==> src/rtl/mux2x1_pkg.sv <==
// Shared definitions for the ping-pong loader that feeds mux2x1_Ninput.
// Holds the occupancy state encoding and the default word width, so the
// loader and the downstream mux agree on both.
package mux2x1_pkg;

  // Occupancy states; the encoding doubles as the occupancy count.
  typedef enum logic [1:0] {
    ST_EMPTY = 2'd0,
    ST_ONE   = 2'd1,
    ST_FULL  = 2'd2
  } occ_state_t;

  // Default word width, matched to the downstream mux.
  localparam int DEFAULT_SIZE = 4;

endpackage

==> src/rtl/pingpong_ctrl.sv <==
// Occupancy FSM and bank pointers for the two-bank ping-pong loader.
// Ports:
//   clk, rst_n      - clock, asynchronous active-low reset
//   flush           - synchronous clear of occupancy and pointers
//   wr_valid        - producer offers a word
//   rd_ack          - consumer retires the presented word
//   wr_en0, wr_en1  - load strobes for bank 0 / bank 1 this cycle
//   rd_ptr          - bank holding the oldest word (mux select)
//   wr_ready        - a bank is free (decode of state only)
//   rd_valid        - the selected bank holds a valid word
//   count           - occupancy 0..2, equal to the state encoding
module pingpong_ctrl
  import mux2x1_pkg::*;
(
  input  logic       clk,
  input  logic       rst_n,
  input  logic       flush,
  input  logic       wr_valid,
  input  logic       rd_ack,
  output logic       wr_en0,
  output logic       wr_en1,
  output logic       rd_ptr,
  output logic       wr_ready,
  output logic       rd_valid,
  output logic [1:0] count
);

  occ_state_t r_state;
  logic       r_wrPtr;
  logic       r_rdPtr;
  logic       w_wrFire;
  logic       w_rdFire;

  // A write or read only takes effect when the handshake completes and no
  // flush is present; flush wins over both, so the write is dropped.
  assign w_wrFire = wr_valid && (r_state != ST_FULL) && !flush;
  assign w_rdFire = rd_ack && (r_state != ST_EMPTY) && !flush;

  assign wr_en0   = w_wrFire && !r_wrPtr;
  assign wr_en1   = w_wrFire &&  r_wrPtr;
  assign rd_ptr   = r_rdPtr;
  assign wr_ready = (r_state != ST_FULL);
  assign rd_valid = (r_state != ST_EMPTY);
  assign count    = r_state;

  // Occupancy FSM plus pointer toggling. A simultaneous write and read in
  // ONE keeps the occupancy but advances both pointers; FULL can never see
  // a write because wr_ready is low there.
  always_ff @(posedge clk or negedge rst_n) begin
    if (!rst_n) begin
      r_state <= ST_EMPTY;
      r_wrPtr <= 1'b0;
      r_rdPtr <= 1'b0;
    end else if (flush) begin
      r_state <= ST_EMPTY;
      r_wrPtr <= 1'b0;
      r_rdPtr <= 1'b0;
    end else begin
      if (w_wrFire) r_wrPtr <= ~r_wrPtr;
      if (w_rdFire) r_rdPtr <= ~r_rdPtr;
      case (r_state)
        ST_EMPTY: if (w_wrFire) r_state <= ST_ONE;
        ST_ONE: begin
          if (w_wrFire && !w_rdFire)      r_state <= ST_FULL;
          else if (w_rdFire && !w_wrFire) r_state <= ST_EMPTY;
        end
        ST_FULL:  if (w_rdFire) r_state <= ST_ONE;
        default:  r_state <= ST_EMPTY;
      endcase
    end
  end

endmodule

==> src/rtl/mux2x1_pingpong_loader.sv <==
// Two-bank ping-pong loader placed directly upstream of mux2x1_Ninput.
// Words arrive over a valid/ready handshake and are stored alternately in
// bank 0 and bank 1; the select always points at the oldest unconsumed word,
// so the mux plus this block behave as a 2-deep FIFO.
// Ports:
//   clk, rst_n           - clock, asynchronous active-low reset
//   flush                - synchronous discard of both banks (data kept)
//   wr_valid, wr_data    - write side; accepted when wr_ready is high
//   wr_ready             - a bank is free
//   rd_ack               - consumer retires the presented word
//   rd_valid             - selected bank holds a valid word
//   mux2x1_i0/i1         - bank contents to mux inputs
//   mux2x1_sel           - read pointer to mux select
//   count                - occupancy 0..2
module mux2x1_pingpong_loader
  import mux2x1_pkg::*;
#(
  parameter int SIZE = DEFAULT_SIZE
) (
  input  logic            clk,
  input  logic            rst_n,
  input  logic            flush,
  input  logic            wr_valid,
  input  logic [SIZE-1:0] wr_data,
  output logic            wr_ready,
  input  logic            rd_ack,
  output logic            rd_valid,
  output logic [SIZE-1:0] mux2x1_i0,
  output logic [SIZE-1:0] mux2x1_i1,
  output logic            mux2x1_sel,
  output logic [1:0]      count
);

  logic            w_wrEn0;
  logic            w_wrEn1;
  logic [SIZE-1:0] r_bank0;
  logic [SIZE-1:0] r_bank1;

  pingpong_ctrl u_ctrl (
    .clk      (clk),
    .rst_n    (rst_n),
    .flush    (flush),
    .wr_valid (wr_valid),
    .rd_ack   (rd_ack),
    .wr_en0   (w_wrEn0),
    .wr_en1   (w_wrEn1),
    .rd_ptr   (mux2x1_sel),
    .wr_ready (wr_ready),
    .rd_valid (rd_valid),
    .count    (count)
  );

  // Bank storage. Reads and flushes never clear data; only reset does.
  always_ff @(posedge clk or negedge rst_n) begin
    if (!rst_n) begin
      r_bank0 <= '0;
      r_bank1 <= '0;
    end else begin
      if (w_wrEn0) r_bank0 <= wr_data;
      if (w_wrEn1) r_bank1 <= wr_data;
    end
  end

  assign mux2x1_i0 = r_bank0;
  assign mux2x1_i1 = r_bank1;

endmodule

==> config.mk <==
export PLATFORM = sky130hd
export DESIGN_NAME = mux2x1_pingpong_loader
export DESIGN_NICKNAME = d
export VERILOG_FILES = /design/src/rtl/mux2x1_pkg.sv /design/src/rtl/pingpong_ctrl.sv /design/src/rtl/mux2x1_pingpong_loader.sv
export SDC_FILE = /design/constraint.sdc
export NUM_CORES = 1
export LEC_CHECK = 0
export BUFFER_PORTS_ARGS = -buffer_cell sky130_fd_sc_hd__buf_2
export CORE_AREA = 5 5 42 44
export CTS_BUF_LIST = sky130_fd_sc_hd__clkbuf_16
export DETAILED_ROUTE_END_ITERATION = 16
export DIE_AREA = 0 0 47 49
export GPL_TIMING_DRIVEN = 0
export PLACE_DENSITY = 0.69
export SKIP_CTS_REPAIR_TIMING = 1
export SLEW_MARGIN = 20
export SYNTH_ARGS = -nofsm -noshare
export SYNTH_HDL_FRONTEND = slang
export SYNTH_SLANG_ARGS = --single-unit
==> constraint.sdc <==
create_clock -name clk -period 2.4 [get_ports clk]
set_input_delay 0.12 -clock clk [delete_from_list [all_inputs] [get_ports clk]]
set_output_delay 0.12 -clock clk [all_outputs]
set_load 0.05 [all_outputs]
==> metrics.cfg <==
[finish]
syn_to_final_growth_pct=39.16
final_cell_mix=buf_2 (21), dfrtp_1 (12), mux2_2 (8)
drive_gt1_share_pct=57.81
num-nets-final=75
layout_commonest_cell=buf_2
antenna_cells=0

[timing]
hold_viol=0
finClkSkew_ns=0.001513
clock.fmax_mhz=708.9
slew_headroom_pct=74.41
fin_crit_sh_pct=58.78
setup-tns-final_ns=0
setup_violations=0
worst_slew_pin_slew_ns=0.3809
hold_ws_ns=0.09425
min_period_ns=1.411
rsz0062_at_grt=no
final_max_slew_viol_count=0

[floorplanning]
core_sq_um=1401
num_rows=14
dieArea_sq_um=2303
start_util_pct=38.30
dieHeight_um=49
die_x_um=47
pin_count=22

[synthesis]
yosysTopAreaCellShare_pct=55.94
synth_compound_area_share_pct=6.527
syn_area_sq_um=536.8
synth_top_family_by_area=multiplexers
synth_area_per_cell_sq_um=13.76
synthAdderAreaFrac_pct=0
ys_warn_count=0
synth-seq-area-share_pct=55.94
netlist_instances=39
synth_simple_gate_area_share_pct=16.08
synth_top_cell_by_area=dfrtp_1
synth_seq_cells=12
netlist_top_cells_area=dfrtp_1 (56%), mux2_2 (17%), nor4_4 (4.0%)
ys_types=19
synth_xor_area_share_pct=3.263
synthMuxAreaShare_pct=16.78
syn-num-nets=48

[clock_network]
cts_made_buffers=3
cts_max_level=1
clk_pin_slew_ns=0.04
clock_latency_ns=0.23
cts-root-buf=clkbuf_16
clkSinkCount=12
clockBufferDepth=2
cts_tree=done

[critical_path]
critPathRequiredTime_ns=2.51
worstSetupStartpointType=flip-flop
worstPathArrival_ns=1.52
critPathKind=flip-flop to flip-flop
cp_slowest_cell=dfrtp_1
worstPathCellList=nor2b_4, inv_1, nand4b_2, mux2_2
cp_slowest_stage_delay_ns=0.43
end_kind=flip-flop
worst-path-max-fanout=7

[power_and_ir_drop]
cellPowerDensity_nw_per_um2=1072
ir_worst_vdd_uv=607.5
swShare_pct=34.43
combinationalPowerShare_pct=31.1
p_leak_nw=0.3522
sequentialPowerShare_pct=32.6
clkPwrFrac_pct=36.2
switchingPower_mw=0.2757
power.internal_mw=0.5250

[run_status]
status=finished clean

[global_route]
grt_overflow=0
grt_pass1_wl_mm=1.945
grt_usage_pct=11.39
grt_pass1_vias=404
antenna_found_initial=0
grt_start_max_net_pins=13

[drt]
vias_per_cell=4.900
drtAntennaViolNets=0
routed_wl_mm=1.102
vias=392
wl_per_cell_um=13.78
dr.pass1.iters=4
route.detailed.drc=0
drt_iter0_markers=4

[flow_run]
cap_violations=0

[worst_hold_path]
hold_path_class=input pin to flip-flop

[placed_design]
place.port_buffers=21
dp_hpwl_um=823.2
gp_congestion=0.7643

-- final timing paths --
path | start | to | slack, ns | cells past startpoint
worst max-delay path | u_ctrl.count[1]$_DFFE_PN0P_ | mux2x1_i1[2]$_DFFE_PN0P_ | 0.99 | 4
worst max register to register | u_ctrl.count[1]$_DFFE_PN0P_ | mux2x1_i1[2]$_DFFE_PN0P_ | 0.99 | 4
min in group asynchronous | rst_n | mux2x1_i0[3]$_DFFE_PN0P_ | 0.30 | 2
worst min-delay path | rd_ack | u_ctrl.count[1]$_DFFE_PN0P_ | 0.09 | 2
worst min register to register | mux2x1_i0[2]$_DFFE_PN0P_ | mux2x1_i0[2]$_DFFE_PN0P_ | 0.50 | 1
max in group asynchronous | rst_n | u_ctrl.rd_ptr$_DFFE_PN0P_ | 1.89 | 2
-- sequential cells by signal (all words and copies together), names as in the netlist --
signal,flops
mux2x1_i1,4
u_ctrl.rd_ptr,1
u_ctrl.r_wrPtr,1
mux2x1_i0,4
u_ctrl.count,2
-- Yosys cell counts --
| library cell | instances |
|---|---|
| or2_2 | 1 |
| xnor2_1 | 1 |
| o21ai_0 | 2 |
| a21oi_1 | 2 |
| mux2_2 | 8 |
| nand4b_2 | 1 |
| nor2b_1 | 1 |
| dfrtp_1 | 12 |
| nor2_1 | 1 |
| nand2b_1 | 1 |
| inv_1 | 1 |
| inv_2 | 1 |
| o21a_1 | 1 |
| or3_1 | 1 |
| a211oi_1 | 1 |
| xor2_1 | 1 |
| nor2b_4 | 1 |
| nor4_4 | 1 |
| nand3b_1 | 1 |
-- area by class of cell --
type | instances | area (sq um)
clock buffers | 3 | 75.07
fillers | 131 | 654.4
inverters | 2 | 7.507
multi-input cells | 25 | 229.0
flip-flops and latches | 12 | 300.3
well taps | 16 | 20.02
repair buffers | 22 | 115.1
-- logic make-up after synthesis --
group                  Yosys count
XOR/XNOR                         2
AND/OR/NAND/NOR                  9
flip-flops                      12
AO/OA/AOI/OAI                    6
multiplexers                     8
buffers and inverters            2
-- routing by layer --
layer / vias up / global-route usage, % / part of all wire (%)
li1: 190 / - / -
met1: 186 / 15.91 / 47
met2: 16 / 16.74 / 45
met3: 0 / 3.690 / 8.6
met4: 0 / 2.765 / 0
met5: - / 0 / 0
-- worst max-delay path, delay by kind of cell, from the launching register on --
family | cells | cell delay [ns]
AND/OR/NAND/NOR | 2 | 0.41
multiplexers | 1 | 0.35
flip-flops | 1 | 0.43
buffers and inverters | 1 | 0.10
-- stage by stage --
step	cells	cell area, sq um	power [mW]	utilization (%)	setup slack [ns]
after global placement	76	661.9	0.5104	47.23	1.054
after floorplan	39	536.8	0.4513	-	0.5156
after CTS	79	737.0	0.8105	52.59	0.9792
after detailed placement	76	661.9	0.5145	47.23	0.9788
final	80	747.0	0.8007	53.30	0.9894
after global routing	80	747.0	0.8439	53.30	0.8881
-- power groups by stage --
stage / combinational (mW) / clock (mW) / sequential (mW)
CTS: 0.251 / 0.297 / 0.262
global placement: 0.248 / 0 / 0.263
finish: 0.249 / 0.290 / 0.261
global route: 0.263 / 0.314 / 0.267
floorplan: 0.0571 / 0 / 0.394
detailed placement: 0.251 / 0 / 0.264
Power figures use the tool's default switching activity.
